==> src/rtl/alu_share_arbiter.sv <==
// alu_share_arbiter: round-robin sharing of one combinational ALU between two requesters,
// holding operands for ALU_LAT cycles, then returning result/zero as a one-cycle pulse.
module alu_share_arbiter #(
  parameter int WIDTH = 32,
  parameter int OPW = 4,
  parameter int ALU_LAT = 2
) (
  input  logic             clk,
  input  logic             reset,
  input  logic             req0_valid,
  output logic             req0_ready,
  input  logic [WIDTH-1:0] req0_a,
  input  logic [WIDTH-1:0] req0_b,
  input  logic [OPW-1:0]   req0_op,
  input  logic             req1_valid,
  output logic             req1_ready,
  input  logic [WIDTH-1:0] req1_a,
  input  logic [WIDTH-1:0] req1_b,
  input  logic [OPW-1:0]   req1_op,
  output logic             resp0_valid,
  output logic             resp1_valid,
  output logic [WIDTH-1:0] resp_result,
  output logic             resp_zero,
  output logic [WIDTH-1:0] alu_a,
  output logic [WIDTH-1:0] alu_b,
  output logic [OPW-1:0]   alu_op,
  input  logic [WIDTH-1:0] alu_result,
  input  logic             alu_zero,
  output logic             busy,
  output logic             grant_id
);
  typedef enum logic [1:0] {IDLE, EXEC, RESP} state_t;
  state_t state_q, state_d;
  logic rr_q, rr_d, grant_q, grant_d, zero_q, zero_d, win, acc;
  logic [3:0] cnt_q, cnt_d;
  logic [WIDTH-1:0] a_q, a_d, b_q, b_d, res_q, res_d;
  logic [OPW-1:0] op_q, op_d;
  always_comb begin
    win = (req0_valid && req1_valid) ? rr_q : req1_valid;
    acc = (state_q == IDLE) && !reset && (req0_valid || req1_valid);
    req0_ready = acc && !win;
    req1_ready = acc && win;
    resp0_valid = (state_q == RESP) && !grant_q;
    resp1_valid = (state_q == RESP) && grant_q;
    state_d = state_q;
    rr_d = rr_q;
    grant_d = grant_q;
    cnt_d = cnt_q;
    a_d = a_q;
    b_d = b_q;
    op_d = op_q;
    res_d = res_q;
    zero_d = zero_q;
    unique case (state_q)
      IDLE: if (acc) begin
        state_d = EXEC;
        a_d = win ? req1_a : req0_a;
        b_d = win ? req1_b : req0_b;
        op_d = win ? req1_op : req0_op;
        grant_d = win;
        rr_d = !win;
        cnt_d = 4'(ALU_LAT - 1);
      end
      EXEC: begin
        cnt_d = (cnt_q != 4'd0) ? cnt_q - 4'd1 : cnt_q;
        if (cnt_q == 4'd0) begin
          state_d = RESP;
          res_d = alu_result;
          zero_d = alu_zero;
        end
      end
      RESP: state_d = IDLE;
      default: state_d = IDLE;
    endcase
  end
  always_ff @(posedge clk) begin
    if (reset) begin
      state_q <= IDLE;
      rr_q <= 1'b0;
      grant_q <= 1'b0;
      cnt_q <= '0;
      a_q <= '0;
      b_q <= '0;
      op_q <= '0;
      res_q <= '0;
      zero_q <= 1'b0;
    end else begin
      state_q <= state_d;
      rr_q <= rr_d;
      grant_q <= grant_d;
      cnt_q <= cnt_d;
      a_q <= a_d;
      b_q <= b_d;
      op_q <= op_d;
      res_q <= res_d;
      zero_q <= zero_d;
    end
  end
  assign busy = state_q != IDLE;
  assign grant_id = grant_q;
  assign alu_a = a_q;
  assign alu_b = b_q;
  assign alu_op = op_q;
  assign resp_result = res_q;
  assign resp_zero = zero_q;
endmodule

==> config.mk <==
export PLATFORM = sky130hd
export DESIGN_NAME = alu_share_arbiter
export DESIGN_NICKNAME = d
export VERILOG_FILES = /design/src/rtl/alu_share_arbiter.sv
export SDC_FILE = /design/constraint.sdc
export NUM_CORES = 1
export LEC_CHECK = 0
export CORE_MARGIN = 2
export CORE_UTILIZATION = 38
export DETAILED_ROUTE_END_ITERATION = 6
export GPL_ROUTABILITY_DRIVEN = 1
export PLACE_DENSITY = 0.9
export SLEW_MARGIN = 10
export SYNTH_ARGS = -nofsm -noshare
export SYNTH_HDL_FRONTEND = slang
export SYNTH_SLANG_ARGS = --single-unit
==> constraint.sdc <==
create_clock -name clk -period 2.2 [get_ports clk]
set_clock_uncertainty 0.1 [all_clocks]
set_input_delay 0.44 -clock clk [delete_from_list [all_inputs] [get_ports clk]]
set_output_delay 0.44 -clock clk [all_outputs]
set_load 0.03 [all_outputs]
Word-level counts from Yosys, hierarchy flattened
Index checks and enable logic that the tools add are counted.

cells by class
  multiplexer cells = 10
  reductions and logical operators = 20
  add/sub/neg operators = 1
  eq/ne operators = 5

operator list
  kind                                              number
  two-way mux 32 bit                                2
  two-way mux 4 bit                                 3
  one-hot mux 4 bit (2 select lines)                1
  logical AND 1 bit                                 7
  inequality test 2 bit, second input constant      3
  AND reduction 2 bit                               3
  zero test 4 bit                                   1
  two-way mux 2 bit                                 2
  one-hot mux 2 bit (2 select lines)                1
  nonzero test 2 bit                                2
  nonzero test 4 bit                                1
  subtractor 4 x 1 -> 4 bit, second input constant  1
  zero test 1 bit                                   3
  AND reduction 3 bit                               1
  == test 2 x 1 -> 1 bit, second input constant     1
  == test 2 bit, second input constant              1
  zero test 2 bit                                   1
  logical OR 1 bit                                  1
  two-way mux 1 bit                                 1

storage, ports and cells
  bits of input ports = 173
  flip-flop bits (word level) = 109
  word-level logic and storage cells = 45

Longest topological paths before layout
  depth in word-level cells = 5
  mapped depth = 7
  depth with buffers taken out = 5

Least setup slack after synthesis
Ideal clock, no wire load.

  path kind = register -> output
  start = register grant_q (netlist: grant_id)
  end = output port resp0_valid
  data arrival time = 1.198 ns
  cell stages (with the launch flop) = 2
  required time = 1.660 ns
  setup slack = 0.462 ns
  cell sequence = dfxtp_1 -> nor3b_1

between the ends
  cells in the longest elaborated chain, start to end = 2

RTL lines
  what                    line  RTL
  start, declared         34    logic rr_q, rr_d, grant_q, grant_d, zero_q, zero_d, win, acc;
  start signal, assigned  90    grant_q <= grant_d;
  zero test 1 bit         43    resp0_valid = (state_q == RESP) && !grant_q;
  logical AND 1 bit       43
  end, declared           20    output logic resp0_valid,

No other way between the ends.

Worst setup path in the final report
  start = input port req0_valid
  end = output port req0_ready

between the ends
  cells in the longest elaborated chain, start to end = 4
  elaborated cells on any way between the ends = 6
  classes of those cells = mux (1); reduce/logical (5)

RTL lines
  what                   line  RTL
  start, declared        10    input logic req0_valid,
  logical AND 1 bit      39    win = (req0_valid && req1_valid) ? rr_q : req1_valid;
  two-way mux 1 bit      39
  zero test 1 bit        41    req0_ready = acc && !win;
  logical AND 1 bit (*)  41
  end, declared          11    output logic req0_ready,

Mark *: on every way between the ends. The rest lies on a longest branch, timed or not.

==> summary.md <==
| Metric | Value |
|---|---|
| Post-synth EDFFs | `0` |
| Leakage power | `0.002767 uW` |
| Met2 usage | `0.4156` |
| Sequential area share after synthesis | `0.4610` |
| Most used routing layer | `met2` |
| RSZ-0062 raised after global routing | `false` |
| Initial Util | `0.3924` |
| Hold Path Class | `flip-flop to flip-flop` |
| Clock root buffer | `clkbuf_16` |
| Vias in the first global route | `5014` |
| CTS tree | `done` |
| Syn avg cell area | `8.897 um^2` |
| I/O pin count | `280` |
| P per Cell Area | `767.9 mW/mm^2` |
| CP max stage cell | `clkdlybuf4s50_1` |
| Final instance area | `0.007946 mm^2` |
| Routability cong. | `0.8293` |
| Setup bufs post-CTS | `0` |
| Req. time, crit path | `1.66 ns` |
| Port Buf Inserts | `279` |
| Peak supply drop | `0.0004661 V` |
| FMAX | `473.7 MHz` |
| Area Growth Syn to Fin | `67.88%` |
| Async SR Flop Fraction | `0` |
| Arrival @ worst endpoint | `1.57 ns` |
| Final hold violation count | `0` |
| Gr usage total | `0.2435` |
| HPWL Detailed | `11570 um` |
| Pin count of the biggest net entering global routing | `110` |
| Min Tclk post-route | `2.111 ns` |
| Row count | `40` |
| DR vias/cell | `5.495` |
| Antenna violations before repair | `0` |
| Synth cell types | `34` |
| Placement Setup Slack | `-0.1549 ns` |
| Synth top area cells | `dfxtp_1 46%, a221o_1 11%, a211oi_1 8.2%` |
| Routed vias | `5231` |
| Final setup violation count | `0` |
| Reg clk slew, reported paths | `0.07 ns` |
| Area post-placement | `0.007631 mm^2` |
| Met1 Track Usage GR | `0.2759` |
| Hold WS | `0.3732 ns` |
| CTS buffer count | `9` |
| Post-Syn Instances | `532` |
| Top FF cell, synth | `dfxtp_1` |
| Status | `finished, final reports clean` |
| Post-route setup slack | `0.08897 ns` |
| Die Height | `115.6 um` |
| Post-Route WL | `16910 um` |
| Post-CTS Hold Buffers | `0` |
| Met3 Resource Use GR | `0.09467` |
| Crit start category | `primary input` |
| Post-route antenna net violation count | `0` |
| Yosys warning count | `0` |
| Die area | `0.01336 mm^2` |
| Top cell type's share of synthesized area | `0.4610` |
| CTS sink cnt | `109` |
| Wire per inst | `17.76 um` |
| Clock latency on the worst-skew pair | `0.35 ns` |
| Most common cell after layout, fill and taps aside | `clkdlybuf4s50_1` |
| Synth area leader | `dfxtp_1` |
| Slew @ Worst Pin | `1.065 ns` |
| Remaining Overflow, GRT | `0` |
| Final Net Count | `953` |
| Die width | `115.6 um` |
| Clock tree buffer depth | `2` |
| Crit-path max cell delay | `0.54 ns` |
| Final Max Tran Viols | `0` |
| Yosys reg bits | `109` |
| DR iter-0 viols | `462` |
| Most frequent cells in the layout | `273 x clkdlybuf4s50_1, 109 x dfxtp_1, 56 x inv_1` |
| Mapped cell area | `0.004733 mm^2` |
| Layout cell share with drive strength beyond 1 | `0.05747` |
| First-pass GRT wire length | `25710 um` |
| Core ar. | `0.01206 mm^2` |
| First-pass DRT Iterations | `5` |
| Crit-path max FO | `5` |
| Slew headroom | `0.2874` |
| H-tree depth | `3` |
| Total power | `6102 uW` |
| Max-Cap Viols | `0` |
| Post-Syn Nets | `707` |
| Cell Chain, Critical Path | `clkdlybuf4s50_1 > a21boi_2 > and2_2 > buf_4` |
| Setup CP Type | `primary input to output port` |
| DR DRC count | `0` |
| Period utilization | `0.9596` |
| Crit end category | `output port` |
per-stage QoR:
step                utilization  instances  TNS (ns)
floorplan                     -        532         0
global placement         0.6327        935   -0.4239
detailed placement       0.6327        935    -1.985
CTS                      0.6586        951         0
global route             0.6586        951         0
finish                   0.6588        952         0
layer usage:
| metal | up-vias | wire, um |
|---|---|---|
| li1 | 2483 | - |
| met1 | 2469 | 6425 |
| met2 | 247 | 8327 |
| met3 | 32 | 1685 |
| met4 | 0 | 469 |
| met5 | - | 0 |
state kept, by name (all words and copies together) (netlist names):
signal,cells
cnt_q,4
alu_b,32
rr_q,1
resp_zero,1
alu_a,32
grant_id,1
alu_op,4
resp_result,32
state_q,2
final cells by class:
cell class / count / area (um^2)
Tap cell: 168 / 210.2
Multi-Input combinational cell: 305 / 2058
Timing Repair Buffer: 297 / 2967
Clock buffer: 10 / 229.0
Sequential cell: 109 / 2182
Clock inverter: 6 / 87.58
Inverter: 56 / 210.2
Antenna cell: 1 / 2.502
Fill cell: 957 / 4115
path summary, 6_finish.rpt:
path                  start              to  slack, ns  cells after the start
min          resp_result[7]  resp_result[7]       0.37                      2
max reg2reg      state_q[1]       alu_a[19]       0.35                      4
min reg2reg  resp_result[7]  resp_result[7]       0.37                      2
max              req0_valid      req0_ready       0.09                      4
timing repair:
item | 4_1_cts | 5_1_grt
resized for setup | 3 | 2
hold endpoints to repair | 0 | 0
cloned | 0 | 0
setup endpoints to repair | 3 | 1
power by group:
part	switching, uW	total [uW]	internal, uW	leakage, uW
clock network	747	1750	999	0.000156
registers	123	2310	2190	0.000894
logic	1130	2040	908	0.00172
cells in the mapped netlist, types with 3 or more instances:
library cell  number
buf_2             18
a21oi_1           38
a31oi_1           18
a221o_1           52
o221ai_1           3
nand3_1           50
clkbuf_1          32
buf_1              4
o21ai_0           49
a211oi_1          52
dfxtp_1          109
buf_6              6
inv_1             56
nand4_1           16
worst max-delay path: cells and delay by family:
| family | cells | cell delay, ns |
|---|---|---|
| buffers and inverters | 2 | 0.71 |
| and+or+nand+nor | 1 | 0.21 |
| AOI/OAI and AO/OA | 1 | 0.20 |
cell families after synthesis:
logic type	count (synthesis)	synth area share
flip-flops	109	0.4610
buffers and inverters	118	0.1094
AO/OA/AOI/OAI	215	0.3199
adder cells (fa/ha/maj)	2	0.005286
AND/OR/NAND/NOR	88	0.1044
Power figures use the tool's default switching activity.
